`config.mk`:
```
export PLATFORM = sky130hd
export DESIGN_NAME = throttle_sched
export DESIGN_NICKNAME = d
export VERILOG_FILES = /design/src/rtl/throttle_pkg.sv /design/src/rtl/throttle_sched_tick_gen.sv /design/src/rtl/throttle_sched.sv
export SDC_FILE = /design/constraint.sdc
export NUM_CORES = 1
export LEC_CHECK = 0
export ABC_AREA = 1
export BUFFER_PORTS_ARGS = -buffer_cell sky130_fd_sc_hd__buf_4
export CAP_MARGIN = 25
export CORE_ASPECT_RATIO = 0.6
export CORE_MARGIN = 10
export CORE_UTILIZATION = 40
export DETAILED_ROUTE_END_ITERATION = 6
export GPL_TIMING_DRIVEN = 0
export PLACE_DENSITY_LB_ADDON = 0.12
export SLEW_MARGIN = 15
export SYNTH_ARGS = -nofsm -noshare
export SYNTH_HDL_FRONTEND = slang
export SYNTH_SLANG_ARGS = --single-unit
```
`constraint.sdc`:
```
create_clock -name CLK_50 -period 5.4 [get_ports CLK_50]
set_input_delay 1.08 -clock CLK_50 [delete_from_list [all_inputs] [get_ports CLK_50]]
set_output_delay 1.08 -clock CLK_50 [all_outputs]
set_load 0.02 [all_outputs]
```
`src/rtl/throttle_pkg.sv`:
```
// Shared widths, FSM state type and the per-level tick period table for throttle_sched.
package throttle_pkg;

  localparam int LEVEL_W    = 3;
  localparam int MAX_LEVELS = 8;

  typedef enum logic [1:0] {
    IDLE  = 2'd0,
    STEP  = 2'd1,
    DWELL = 2'd2
  } state_t;

  // Undivided tick period in CLK_50 cycles; level n ticks at (n+1) Hz.
  function automatic logic [31:0] period_base(input logic [LEVEL_W-1:0] lvl);
    logic [31:0] p;
    case (lvl)
      3'd0:    p = 32'd50_000_000;
      3'd1:    p = 32'd25_000_000;
      3'd2:    p = 32'd16_666_666;
      3'd3:    p = 32'd12_500_000;
      3'd4:    p = 32'd10_000_000;
      3'd5:    p = 32'd8_333_333;
      3'd6:    p = 32'd7_142_857;
      3'd7:    p = 32'd6_250_000;
      default: p = 32'd50_000_000;
    endcase
    return p;
  endfunction

endpackage

```
`src/rtl/throttle_sched_tick_gen.sv`:
```
// Free-running tick counter: one-cycle pulse on the last cycle of each period,
// restarted from zero whenever the scheduler changes level.
module tick_gen
  import throttle_pkg::*;
(
  input  logic        CLK_50,
  input  logic        reset,
  input  logic [31:0] i_period,
  input  logic        i_restart,
  output logic        o_tick
);

  logic [31:0] r_cnt;
  logic [31:0] w_cnt_next;
  logic        r_tick;

  // Wrap on the cycle after a tick, or jump to zero on a level change.
  always_comb begin
    if (i_restart || r_tick) begin
      w_cnt_next = 32'd0;
    end else begin
      w_cnt_next = r_cnt + 32'd1;
    end
  end

  // i_period already reflects the level applied next cycle, so the pulse lines up with it.
  always_ff @(posedge CLK_50 or posedge reset) begin
    if (reset) begin
      r_cnt  <= 32'd0;
      r_tick <= 1'b0;
    end else begin
      r_cnt  <= w_cnt_next;
      r_tick <= (w_cnt_next == (i_period - 32'd1));
    end
  end

  assign o_tick = r_tick;

endmodule

```
`src/rtl/throttle_sched.sv`:
```
// Speed-level scheduler: host target ramps, manual up/down buttons and a per-level tick.
// Define THROTTLE_SCHED_RAMP_EN for stepwise ramps with dwell; otherwise a target applies in one step.
module throttle_sched
  import throttle_pkg::*;
#(
  parameter int NUM_LEVELS   = 6,
  parameter int DWELL_CYCLES = 5_000_000,
  parameter int SIM_DIV      = 1
) (
  input  logic               CLK_50,
  input  logic               reset,
  input  logic               up_req,
  input  logic               dn_req,
  input  logic               tgt_valid,
  input  logic [LEVEL_W-1:0] tgt_level,
  output logic               tgt_ready,
  output logic [LEVEL_W-1:0] level,
  output logic               tick,
  output logic               busy
);

  localparam logic [LEVEL_W-1:0] TOP_LVL    = LEVEL_W'(NUM_LEVELS - 1);
  localparam logic [LEVEL_W-1:0] ONE_LVL    = LEVEL_W'(1'b1);
  localparam logic [LEVEL_W-1:0] ZERO_LVL   = {LEVEL_W{1'b0}};
  localparam logic [31:0]        DWELL_LAST = 32'(DWELL_CYCLES - 1);

  state_t             r_state, w_state_next;
  logic [LEVEL_W-1:0] r_level, w_level_next;
  logic [LEVEL_W-1:0] r_target, w_target_next;
  logic [LEVEL_W-1:0] w_clamped;
  logic [31:0]        r_dwell, w_dwell_next;
  logic               r_up_q, r_dn_q, r_ready, r_busy;
  logic               w_up_rise, w_dn_rise, w_accept, w_restart;
  logic [31:0]        w_period_tab [MAX_LEVELS];
  logic [31:0]        w_period;

  for (genvar g = 0; g < MAX_LEVELS; g++) begin : g_period
    localparam logic [31:0] PER = period_base(LEVEL_W'(g)) / 32'(SIM_DIV);
    assign w_period_tab[g] = (PER == 32'd0) ? 32'd1 : PER;
  end

  assign w_up_rise = up_req & ~r_up_q;
  assign w_dn_rise = dn_req & ~r_dn_q;
  assign w_accept  = tgt_valid & r_ready;
  assign w_clamped = (tgt_level > TOP_LVL) ? TOP_LVL : tgt_level;

`ifdef THROTTLE_SCHED_RAMP_EN
  logic [LEVEL_W-1:0] w_toward;
  assign w_toward = (r_target > r_level) ? (r_level + ONE_LVL) : (r_level - ONE_LVL);
`endif

  // Next-state, level and dwell logic; host acceptance outranks a manual edge.
  always_comb begin
    w_state_next  = r_state;
    w_level_next  = r_level;
    w_target_next = r_target;
    w_dwell_next  = r_dwell;
    case (r_state)
      IDLE: begin
        if (w_accept) begin
          w_target_next = w_clamped;
          if (w_clamped != r_level) begin
            w_state_next = STEP;
          end else begin
            w_state_next = IDLE;
          end
        end else if (w_up_rise && !w_dn_rise) begin
          if (r_level != TOP_LVL) begin
            w_level_next = r_level + ONE_LVL;
          end else begin
            w_level_next = r_level;
          end
        end else if (w_dn_rise && !w_up_rise) begin
          if (r_level != ZERO_LVL) begin
            w_level_next = r_level - ONE_LVL;
          end else begin
            w_level_next = r_level;
          end
        end else begin
          w_level_next = r_level;
        end
      end
      STEP: begin
`ifdef THROTTLE_SCHED_RAMP_EN
        w_level_next = w_toward;
        w_dwell_next = 32'd0;
        if (w_toward == r_target) begin
          w_state_next = IDLE;
        end else begin
          w_state_next = DWELL;
        end
`else
        w_level_next = r_target;
        w_state_next = IDLE;
`endif
      end
      DWELL: begin
        if (r_dwell == DWELL_LAST) begin
          w_state_next = STEP;
          w_dwell_next = 32'd0;
        end else begin
          w_dwell_next = r_dwell + 32'd1;
        end
      end
      default: begin
        w_state_next = IDLE;
      end
    endcase
  end

  assign w_restart = (w_level_next != r_level);
  assign w_period  = w_period_tab[w_level_next];

  // Scheduler registers; reset drops any ramp in progress and its target.
  always_ff @(posedge CLK_50 or posedge reset) begin
    if (reset) begin
      r_state  <= IDLE;
      r_level  <= ZERO_LVL;
      r_target <= ZERO_LVL;
      r_dwell  <= 32'd0;
      r_up_q   <= 1'b0;
      r_dn_q   <= 1'b0;
      r_ready  <= 1'b0;
      r_busy   <= 1'b0;
    end else begin
      r_state  <= w_state_next;
      r_level  <= w_level_next;
      r_target <= w_target_next;
      r_dwell  <= w_dwell_next;
      r_up_q   <= up_req;
      r_dn_q   <= dn_req;
      r_ready  <= (w_state_next == IDLE);
      r_busy   <= (w_state_next != IDLE);
    end
  end

  assign tgt_ready = r_ready;
  assign level     = r_level;
  assign busy      = r_busy;

  tick_gen u_tick_gen (
    .CLK_50    (CLK_50),
    .reset     (reset),
    .i_period  (w_period),
    .i_restart (w_restart),
    .o_tick    (tick)
  );

endmodule

```
==> metrics <==
FF-to-FF path depth=22; DR pass1 iterations=5; mux contribution to synthesized area=0%; clk slew on worst S/H paths=roughly 70 ps; CTS tree=built; Core Region=13,540 um2; largest net degree at the start of global routing=55; Compound-Gate Fraction of Synth Area=4.758%; CP max-delay cell=o21ai_0; commonest non-fill, non-tap cell in the layout=nand2_1; most frequent cells in the layout=217 x nand2_1, 141 x inv_1, 85 x nor2_1; WP data required=5670 ps; slew at the pin closest to its max-slew limit=around 600 ps; # DRC=0; CTS buffer count=9; status=finished, final reports clean; H-tree level count=3; later-pin clock latency in the skew report=~350 ps; Clock Tree Buf Depth=2; Slew headroom=59.79%; # clock sinks=between 70 and 80; area of the multi-input gates=2960 um2; Cells after Synth=approximately 800; Worst Path Arrival=3920 ps; Tmin final=3654 ps; maximum operating frequency=273.7 MHz; die footprint=18,980 um2; Vias=5,465; RSZ-0062 raised after global routing=no; largest family of logic cells by synthesized area=simple AND/OR/NAND/NOR gates; register area=1927 um2; setup TNS=0 ps; post-route setup slack=1746 ps; DP Wirelength=13,120 um; number of synthesized flops with an enable pin=0; highest net fanout along the worst path=10; ys flop type=dfrtp_1; WS Path Type=input port to flop; root buf cell=clkbuf_16; Post-Synth Adder-Cell Area=2.504%; simple-gate share of the synthesized area=about two fifths; layout cells sized above 1=7.260%; initial antenna violation count=0; Routed WL per cell=16.19 um; IO Port Bufs=13; Hold Crit Class=flop to flop; vias in the first global route=~5,000; final setup fails=0; GRT Util Overall=17.79%; P per Cell Area=479.5 nW/um2; hold buffer count at CTS=0; GP Congestion=about 1; register area share after synthesis=35.06%; share of synthesized registers carrying an async set or reset=100.0%; final hold viol count=0; Synth cell types=36; Syn Area/Cell=~6.7 um2; Yosys reg bits=77; syn nets=843; Die Wd=171.3 um; skew final=8.806 ps; total power=2.950 mW; Worst path max stage delay=about 350 ps; hold path cells=1; Syn Std Cell Area=5497 um2; Die H=110.8 um; fill count=1,433; Initial Utilization=40.59%; Leak=3.166 nW; crit-path cells=buf_4 > inv_1 > nor2_1 > nand3_1 > nand2_1 > nand2_1 > nand2_1 > nand3_2 > nand2_4 > inv_2 > ha_1 > inv_1 > nand3_1 > nand2_1 > nand2_1 > o21ai_0 > nor2_1 > nor2_1 > nand2_1 > nor2_1 > nand3_1 > nor2_1; I/O Pins=14; Max Cap Viol=0; Max VDD drop=342.5 uV; Final nets=868; PostCTS Resize Cnt=0; Vias/cell=5.311; Final Slew Violations=0; Top cell by count, worst path=nand2_1; ANT nets after route=0; ANT cells=0; Post-Route WL=16,660 um; GR Overflow Total=0; Worst setup SP type=input port; Area Overhead vs Synth=11.95%; XOR/XNOR share of the synthesized area=5.577%; initial drt markers=roughly 490; global-route wire length before repair=approximately 27,000 um; row count=33; Final Cycle Share=67.66%; yosys warns=0; setup bufs post-CTS=0; pre-CTS setup slack=1463 ps; CP endpoint kind=flop
==> stage by stage <==
step / area [um2] / hold WS [ps] / cells / util [%]
floorplan: 5497 / 441.6 / 824 / -
global placement: 5813 / 460.6 / 1012 / 42.92
detailed placement: 5843 / 467.3 / 1013 / 43.14
CTS: 6153 / 480.5 / 1029 / 45.44
global route: 6153 / 489.0 / 1029 / 45.44
finish: 6153 / 476.1 / 1029 / 45.44
==> per-layer routing <==
layer  vias up  GRT usage (%)  share of wire (%)
li1       2705              -                  -
met1      2514          30.01                 55
met2       230          19.74                 34
met3        16          5.690                 10
met4         0          3.751                1.0
met5         -              0                  0
==> synthesized netlist by cell type, types with 6 or more instances <==
cell | count | area, um2
dfrtp_1 | 77 | 1927
ha_1 | 11 | 137.6
nand3_1 | 82 | 410.4
nor2_2 | 7 | 43.79
nand2_1 | 217 | 814.5
inv_1 | 142 | 533.0
nand2_2 | 6 | 37.54
nor3_1 | 36 | 180.2
xnor2_1 | 6 | 52.55
a21oi_1 | 20 | 100.1
nor2_1 | 85 | 319.1
xor2_1 | 29 | 254.0
nor4_1 | 17 | 106.4
nand4_1 | 36 | 225.2
o21ai_0 | 19 | 95.09
==> cell type report <==
class                   count  share of cell area [%]
repair buffers             14                   2.033
plain buffers               9                   1.057
clock buffers              10                   3.884
flip-flops and latches     77                   31.31
inverters                 145                   8.886
well taps                 175                   3.558
clock inverters             6                   1.159
multi-input cells         593                   48.11
==> logic make-up (layout without fill, tap and decap cells) <==
family          Yosys count  in the layout
xor+xnor                 35             35
simple gates            499            499
fa+ha+maj                11             11
flops                    77             77
compound gates           48             48
buf+inv                 154            184
==> report_power, final <==
group | total (mW) | internal (mW) | leakage [nW] | switching, mW
logic | 1.65 | 0.498 | 1.97 | 1.15
clock network | 0.639 | 0.374 | 0.145 | 0.265
registers | 0.661 | 0.613 | 1.05 | 0.0487
==> sequential cells by signal, summed over array words and instances, names as in the netlist <==
name,cells
tgt_ready,1
level,3
busy,1
r_target,3
u_tick_gen.r_cnt,32
u_tick_gen.o_tick,1
r_dwell,32
r_dn_q,1
r_up_q,1
r_state,2
==> worst max-delay path, delay by kind of cell <==
kind                       cells  cell delay [ps]
AOI/OAI and AO/OA              1              350
and+or+nand+nor               16             1780
buffers and inverters          4              420
adders and majority gates      1              290
==> worst paths after layout <==
kind                       slack, ps   startpoint                  end
max                             1750       dn_req    u_tick_gen.o_tick
min reg2reg                      480  r_dwell[30]          r_dwell[30]
min                              480  r_dwell[30]          r_dwell[30]
max reg2reg                     1760     level[1]    u_tick_gen.o_tick
max in group asynchronous       4100        reset          r_dwell[25]
min in group asynchronous        710        reset  u_tick_gen.r_cnt[9]
Power figures use the tool's default switching activity.
